## config.mk

```make
export PLATFORM = sky130hd
export DESIGN_NAME = gcc_batch_sched
export DESIGN_NICKNAME = d
export VERILOG_FILES = /design/src/rtl/gcc_batch_sched.sv
export SDC_FILE = /design/constraint.sdc
export NUM_CORES = 1
export LEC_CHECK = 0
export CAP_MARGIN = 30
export CORE_MARGIN = 2
export CORE_UTILIZATION = 59
export DETAILED_ROUTE_END_ITERATION = 6
export DONT_BUFFER_PORTS = 1
export PLACE_DENSITY_LB_ADDON = 0.15
export SLEW_MARGIN = 20
export SYNTH_ARGS = -nofsm -noshare
export SYNTH_HDL_FRONTEND = slang
export SYNTH_SLANG_ARGS = --single-unit
export TNS_END_PERCENT = 20
```

## constraint.sdc

```tcl
create_clock -name CLK -period 1.7 [get_ports CLK]
set_input_delay 0.255 -clock CLK [delete_from_list [all_inputs] [get_ports CLK]]
set_output_delay 0.255 -clock CLK [all_outputs]
set_load 0.03 [all_outputs]
```

## src/rtl/gcc_batch_sched.sv

```systemverilog
// gcc_batch_sched: shares one GCC centroid core between two point-source channels.
// A channel is granted round-robin, the core is cleared, NPTS points are streamed
// from that channel into the core, the active-low core READY_ is awaited, and the
// centroid is returned tagged with the owning channel id.
//
// Optional feature: define GCC_SCHED_TIMEOUT_EN to bound the WAIT phase to TIMEOUT
// cycles; an expired wait yields a result with res_err=1 and a zero centroid.
// Without it, WAIT lasts until the core reports ready and res_err is constant 0.
//
// Handshakes: a point transfers on a cycle where req_valid[c] & req_ready[c] are both
// high (req_ready is one-hot to the granted channel during FEED, zero otherwise); a
// result transfers on a cycle where res_valid & res_ready are both high, and res_*
// hold steady from res_valid rising until that transfer.
module gcc_batch_sched #(
  parameter int NPTS    = 8,
  parameter int TIMEOUT = 64
) (
  input  logic       CLK,
  input  logic       RESET,
  input  logic [1:0] req_valid,
  output logic [1:0] req_ready,
  input  logic [7:0] req0_x,
  input  logic [7:0] req0_y,
  input  logic [3:0] req0_w,
  input  logic [7:0] req1_x,
  input  logic [7:0] req1_y,
  input  logic [3:0] req1_w,
  output logic       res_valid,
  input  logic       res_ready,
  output logic       res_id,
  output logic [7:0] res_xc,
  output logic [7:0] res_yc,
  output logic       res_err,
  output logic       core_rst,
  output logic       core_load,
  output logic [7:0] core_x,
  output logic [7:0] core_y,
  output logic [3:0] core_w,
  input  logic       core_ready_n,
  input  logic [7:0] core_xc,
  input  logic [7:0] core_yc,
  output logic [2:0] dbg_state
);

  typedef enum logic [2:0] {
    S_IDLE  = 3'd0,
    S_GRANT = 3'd1,
    S_CLR   = 3'd2,
    S_FEED  = 3'd3,
    S_WAIT  = 3'd4,
    S_RESP  = 3'd5
  } state_t;

  localparam logic [7:0] LAST_BEAT = 8'(NPTS - 1);

  state_t     state_q;
  logic       gnt_q;
  logic       last_q;
  logic [7:0] cnt_q;
  logic       res_valid_q;
  logic       res_id_q;
  logic [7:0] res_xc_q;
  logic [7:0] res_yc_q;
  logic       core_rst_q;
  logic       pick_d;
  logic       beat;

`ifdef GCC_SCHED_TIMEOUT_EN
  localparam logic [7:0] LAST_WAIT = 8'(TIMEOUT - 1);
  logic [7:0] wcnt_q;
  logic       res_err_q;
  assign res_err = res_err_q;
`else
  assign res_err = 1'b0;
`endif

  // Round-robin pick: a lone requester wins, a tie goes away from the last grant.
  always_comb begin
    pick_d = req_valid[1];
    if (req_valid == 2'b11) pick_d = ~last_q;
  end

  // FEED datapath: ready to the granted channel, point forwarded only on a beat.
  always_comb begin
    req_ready = 2'b00;
    if (state_q == S_FEED) req_ready = gnt_q ? 2'b10 : 2'b01;
    beat      = |(req_valid & req_ready);
    core_load = beat;
    core_x    = 8'd0;
    core_y    = 8'd0;
    core_w    = 4'd0;
    if (beat) begin
      core_x = gnt_q ? req1_x : req0_x;
      core_y = gnt_q ? req1_y : req0_y;
      core_w = gnt_q ? req1_w : req0_w;
    end
  end

  // Batch sequencer: arbitration, core clear, beat counting, result capture.
  always_ff @(posedge CLK) begin
    if (RESET) begin
      state_q     <= S_IDLE;
      gnt_q       <= 1'b0;
      last_q      <= 1'b1;  // makes ch0 the first tie winner
      cnt_q       <= 8'd0;
      res_valid_q <= 1'b0;
      res_id_q    <= 1'b0;
      res_xc_q    <= 8'd0;
      res_yc_q    <= 8'd0;
      core_rst_q  <= 1'b0;
`ifdef GCC_SCHED_TIMEOUT_EN
      wcnt_q      <= 8'd0;
      res_err_q   <= 1'b0;
`endif
    end else begin
      case (state_q)
        S_IDLE: begin
          if (|req_valid) begin
            gnt_q   <= pick_d;
            last_q  <= pick_d;
            state_q <= S_GRANT;
          end
        end
        S_GRANT: begin
          core_rst_q <= 1'b1;  // high for exactly the CLR cycle
          cnt_q      <= 8'd0;
          state_q    <= S_CLR;
        end
        S_CLR: begin
          core_rst_q <= 1'b0;
`ifdef GCC_SCHED_TIMEOUT_EN
          wcnt_q     <= 8'd0;
`endif
          state_q    <= S_FEED;
        end
        S_FEED: begin
          if (beat) begin
            if (cnt_q == LAST_BEAT) begin
              cnt_q   <= 8'd0;
              state_q <= S_WAIT;
            end else begin
              cnt_q <= cnt_q + 8'd1;
            end
          end
        end
        S_WAIT: begin
          if (!core_ready_n) begin
            res_xc_q    <= core_xc;
            res_yc_q    <= core_yc;
            res_id_q    <= gnt_q;
            res_valid_q <= 1'b1;
`ifdef GCC_SCHED_TIMEOUT_EN
            res_err_q   <= 1'b0;
`endif
            state_q     <= S_RESP;
          end
`ifdef GCC_SCHED_TIMEOUT_EN
          else if (wcnt_q == LAST_WAIT) begin
            res_xc_q    <= 8'd0;
            res_yc_q    <= 8'd0;
            res_id_q    <= gnt_q;
            res_err_q   <= 1'b1;
            res_valid_q <= 1'b1;
            state_q     <= S_RESP;
          end else begin
            wcnt_q <= wcnt_q + 8'd1;
          end
`endif
        end
        S_RESP: begin
          if (res_ready) begin
            res_valid_q <= 1'b0;
            state_q     <= S_IDLE;
          end
        end
        default: state_q <= S_IDLE;
      endcase
    end
  end

  assign res_valid = res_valid_q;
  assign res_id    = res_id_q;
  assign res_xc    = res_xc_q;
  assign res_yc    = res_yc_q;
  assign core_rst  = core_rst_q;
  assign dbg_state = state_q;

endmodule

```

### After elaboration in Yosys (flattened, before gate mapping)

Index checks and enable logic that the tools add are counted.
W data, S select, Z words.

| word-level totals | value |
|---|---|
| flip-flop bits (word level) | 32 |
| input bits | 62 |
| output and inout port bits | 46 |
| logic and storage cells | 58 |

| operators by class | value |
|---|---|
| $add $sub $neg | 1 |
| equal/unequal tests | 12 |
| muxes and demuxes | 22 |
| bitwise operators | 3 |
| reduce and logical (&&, ||, !) cells | 11 |

Operators with widths:

| cell | number |
|---|---|
| $mux W8 | 6 |
| $pmux W3 S6 | 1 |
| $pmux W8 S2 | 1 |
| $mux W3 | 5 |
| $add A8 B1 Y8 const B | 1 |
| $eq A8 B3 Y1 const B | 1 |
| $mux W4 | 2 |
| $ne A2 B2 Y1 const B | 4 |
| $eq A3 B2 Y1 const B | 2 |
| $eq A3 B3 Y1 const B | 2 |
| $reduce_and A2 Y1 | 3 |
| $reduce_bool A2 Y1 | 3 |
| $reduce_and A5 Y1 | 1 |
| $mux W2 | 2 |
| $pmux W1 S2 | 2 |
| $reduce_or A2 Y1 | 2 |
| $eq A3 B1 Y1 const B | 1 |
| $logic_not A3 Y1 | 1 |
| $mux W1 | 3 |
| $reduce_and A3 Y1 | 1 |
| $and A2 B2 Y2 | 1 |
| $eq A2 B2 Y1 const B | 1 |
| $ne A2 B1 Y1 const B | 1 |
| $not A1 Y1 | 2 |

### Longest topological paths before layout

| depth | value |
|---|---|
| depth in word-level cells | 6 |
| depth in mapped cells | 6 |

### Worst setup path after synthesis

OpenSTA, ideal clock, no wires.

| timing | value |
|---|---|
| path kind | register to output |
| from | register state_q[0] (netlist: dbg_state[0]) |
| to | output port core_w[0] |
| arrival | 1.666 ns |
| slack | -0.221 ns |
| stages on the path, launching flop included | 6 |
| path through | dfxtp_1 > buf_4 > and3b_1 > nand2_1 > buf_2 > nor2_1 |

| on the way | value |
|---|---|
| word-level cells in the longest chain between the ends | 5 |

Ends and longest elaborated chain:

| what | RTL line | text |
|---|---|---|
| start, declared | 56 | `state_t state_q;` |
| start signal, assigned | 102 | `state_q <= S_IDLE;` |
| start signal, assigned | 121 | `state_q <= S_GRANT;` |
| start signal, assigned | 127 | `state_q <= S_CLR;` |
| $eq A3 B2 Y1 | 86 | `if (state_q == S_FEED) req_ready = gnt_q ? 2'b10 : 2'b01;` |
| $mux W2 | 86 |  |
| $and A2 B2 Y2 | 87 | `beat = \|(req_valid & req_ready);` |
| $reduce_or A2 Y1 | 87 |  |
| $mux W4 | 92 | `if (beat) begin` |
| end, declared | 38 | `output logic [3:0] core_w,` |

Every way passes these cells.

### Worst setup path after layout

| timing | value |
|---|---|
| from | register state_q[2] (netlist: dbg_state[2]) |
| to | output port core_w[1] |

Same word-level chain as after synthesis.

==> impl_metrics.csv <==
group,metric,value,unit
worst_setup_path,cp_cell_sequence,"and3b_2, nand2_4, buf_12, nor2_2, buf_6",
clocking,clock-sinks,32,
timing,slew_viol_final,0,
floorplan,ios,108,
route,via_per_inst,6.28,
layout,n_fill_cell,151,
worst_setup_path,path_buf_inv,2,
synthesis,synthCells,218,
floorplan,coreArea,2760,sq um
worst_setup_path,slowest_stage,"dfxtp_4",
layout,fin_area,2370,sq um
clocking,root_buffer,"clkbuf_4",
worst_setup_path,cpPeakStageDelay,0.37,ns
placed_design,dpl.cell_count,267,
timing,finalCriticalPeriod,1.79,ns
placed_design,gp_congestion,0.820,
synthesis,ys_warn_count,0,
worst_hold_path,hold_class,"input port to register",
floorplan,initial_core_util,62.5,%
synthesis,syn_nets,281,
route,wl,5.76,mm
placed_design,placed_area,2000,sq um
worst_setup_path,cp_data_required_time,1.44,ns
layout,fin_nets,313,
status,status,"finished with violations",
synthesis,synth_area,1720,sq um
timing,tns,-1.14,ns
pwr,p_total,1.79,mW
timing,setup_viol_count_final,21,
layout,seqCellArea,652,sq um
synthesis,yosysUniqueCellTypes,37,
clocking,tritoncts,"done",
layout,post-route-util,86.0,%
synthesis,synth_seq_cells,32,
placed_design,io_buffers,0,
worst_setup_path,startpoint_type,"register",
timing,worstMarginPinSlew,0.912,ns
worst_setup_path,cp.arrival,1.53,ns
global_routing,grt_pass1_vias,1699,
layout,drive_above_1_share,34.7,%
floorplan,die_area,3370,sq um
status,violations,"hold timing, setup timing",
timing,hold_ws,-0.0000595,ns
route,drc_errors,0,
route,wl_per_cell,20.4,microns
layout,syn_to_final_growth,37.7,%
worst_setup_path,endpoint_kind,"output pin",
pwr,leakage,0.882,nW
route,drt-initial-drc-count,79,
global_routing,grt_pass1_wl,7.47,mm
layout,fin_cells,282,
timing,relSlewSlack,39.0,%
clocking,htreeDepth,2,
global_routing,track_usage,29.0,%
clocking,numCtsBuffers,5,
global_routing,grt_max_degree,26,
timing,setup_ws,-0.0855,ns
timing,period_share,105,%
worst_setup_path,critPathTopFamily,"simple AND/OR/NAND/NOR gates",
floorplan,dieHeight,58.0,microns
synthesis,post_synth.cell_area_avg,7.90,sq um
floorplan,row_count,19,
global_routing,grt_antenna_before_repair,0,
worst_setup_path,path_class,"register to output pin",
route,vias,1772,
route,dr.pass1.iters,4,
timing,rsz0062_at_grt,"true",
synthesis,seq_area_frac_synth,37.2,%
pwr,vdd_drop_max,0.778,mV
global_routing,grt_overflow,0,
layout,multiInputGateArea,1130,sq um
run,cap_viol_max_count,0,
layout,antenna_cells,0,
pwr,p_per_area,755,nW/um^2
timing,hold_violations,1,
clocking,ctsLongestPathBuffers,2,
clocking,path_clk_slew,0.11,ns
route,ant_nets,0,
clocking,clkLatencyLatePin,0.34,ns
placed_design,place_ws,0.0849,ns
worst_setup_path,crit_fanout,11,
timing,max_freq,560,MHz
placed_design,hpwl,3.20,mm
timing,skew,0.0161,ns
floorplan,die_x,58.0,microns
-- sequential cells by signal, summed over array words and instances, names as in the netlist --
name and cells:
cnt_q 8, res_xc 8, res_yc 8, dbg_state 3, core_rst 1, gnt_q 1
last_q 1, res_id 1, res_valid 1
-- cell usage in the layout, fill, tap and decap left out, types with 3 or more instances in the layout --
cell / netlist / routed
nor2_1: 34 / 14
nand2_1: 44 / 43
clkbuf_4: 0 / 5
buf_4: 3 / 14
dfxtp_1: 32 / 27
a21oi_1: 25 / 25
nand3_1: 5 / 5
o21ai_0: 3 / 3
xnor2_1: 6 / 6
dfxtp_2: 0 / 3
a211oi_1: 4 / 4
mux2i_4: 0 / 4
nor3_1: 4 / 4
nor2_2: 0 / 19
buf_6: 1 / 21
mux2i_1: 21 / 17
-- power by group --
| group | switching, mW | leakage [nW] | internal, mW |
|---|---|---|---|
| clock network | 0.279 | 0.0515 | 0.390 |
| logic | 0.192 | 0.570 | 0.147 |
| registers | 0.0189 | 0.261 | 0.764 |
-- cells by family after synthesis --
kind of cell / count (synthesis) / synth area share [%]
xor gates and xnor gates: 6 / 3.05
adders and majority gates: 1 / 0.726
other: 1 / 0.218
buffers and inverters: 17 / 5.30
muxes: 23 / 13.7
and+or+nand+nor: 98 / 24.8
AOI/OAI and AO/OA: 40 / 15.1
DFF: 32 / 37.2
-- per-layer routing --
metal / up-vias / part of all wire (%) / track usage, % / wire, microns
li1: 804 / - / - / -
met2: 132 / 51 / 51.1 / 2950
met1: 805 / 36 / 32.2 / 2060
met4: 0 / 3.7 / 11.0 / 214
met5: - / 0 / 0 / 0
met3: 31 / 9.2 / 9.82 / 528
-- what timing repair did --
item                       4_1_cts  5_1_grt
gates resized for setup         33       12
cloned                           1        1
hold buffers                     1        0
pin swaps                        0        1
setup endpoints to repair       23       45
hold endpoints to repair        24        0
setup buffers                    4        0
-- cell type report --
class                      count  area share (%)
clock inverter                 1            1.27
inverter                       2           0.316
multi-input combinational    169            47.8
sequential                    32            27.5
tap                           31            1.64
clock buffer                   7            2.74
timing repair buffer          40            18.7
-- worst reg2reg max path, stage by stage (launching register included) --
cell and delay [ns]:
dfxtp_2 0.34, buf_4 0.15, clkbuf_16 0.18, mux2i_4 0.24, a211oi_1 0.42, xnor2_1 0.19
nor2_1 0.06
-- synth_stat cells --
master / n / area [sq um]
a21o_1: 1 / 7.51
mux2i_2: 1 / 13.8
xnor2_1: 6 / 52.6
o21bai_2: 1 / 11.3
nor3_1: 4 / 20.0
nand2_1: 44 / 165
o21ai_0: 3 / 15.0
dfxtp_1: 32 / 641
conb_1: 1 / 3.75
nor2_1: 34 / 128
a221oi_1: 1 / 8.76
nor3_2: 1 / 10.0
buf_4: 3 / 22.5
nand4b_2: 1 / 15.0
mux2_2: 1 / 11.3
inv_1: 2 / 7.51
nand4_1: 1 / 6.26
or3_1: 1 / 6.26
mux2i_1: 21 / 210
a211o_1: 1 / 8.76
buf_2: 7 / 35.0
nor4bb_1: 1 / 10.0
and3b_1: 1 / 8.76
a211oi_1: 4 / 30.0
a2111oi_4: 1 / 27.5
buf_6: 1 / 11.3
o211a_1: 1 / 10.0
ha_1: 1 / 12.5
a21oi_1: 25 / 125
nand3b_1: 1 / 7.51
nor2b_1: 1 / 6.26
a32oi_1: 1 / 8.76
nand2b_1: 2 / 12.5
and2_1: 1 / 6.26
o21bai_1: 1 / 7.51
nand3_1: 5 / 25.0
clkbuf_1: 4 / 15.0
-- final timing paths --
check	endpoint	cells past startpoint	slack, ns	startpoint
hold reg to reg	last_q	1	0.51	last_q
hold / removal	last_q	1	-0.00006	RESET
setup / recovery	core_w[1]	5	-0.09	dbg_state[2]
setup reg to reg	cnt_q[6]	6	0.01	gnt_q
Power figures use the tool's default switching activity.
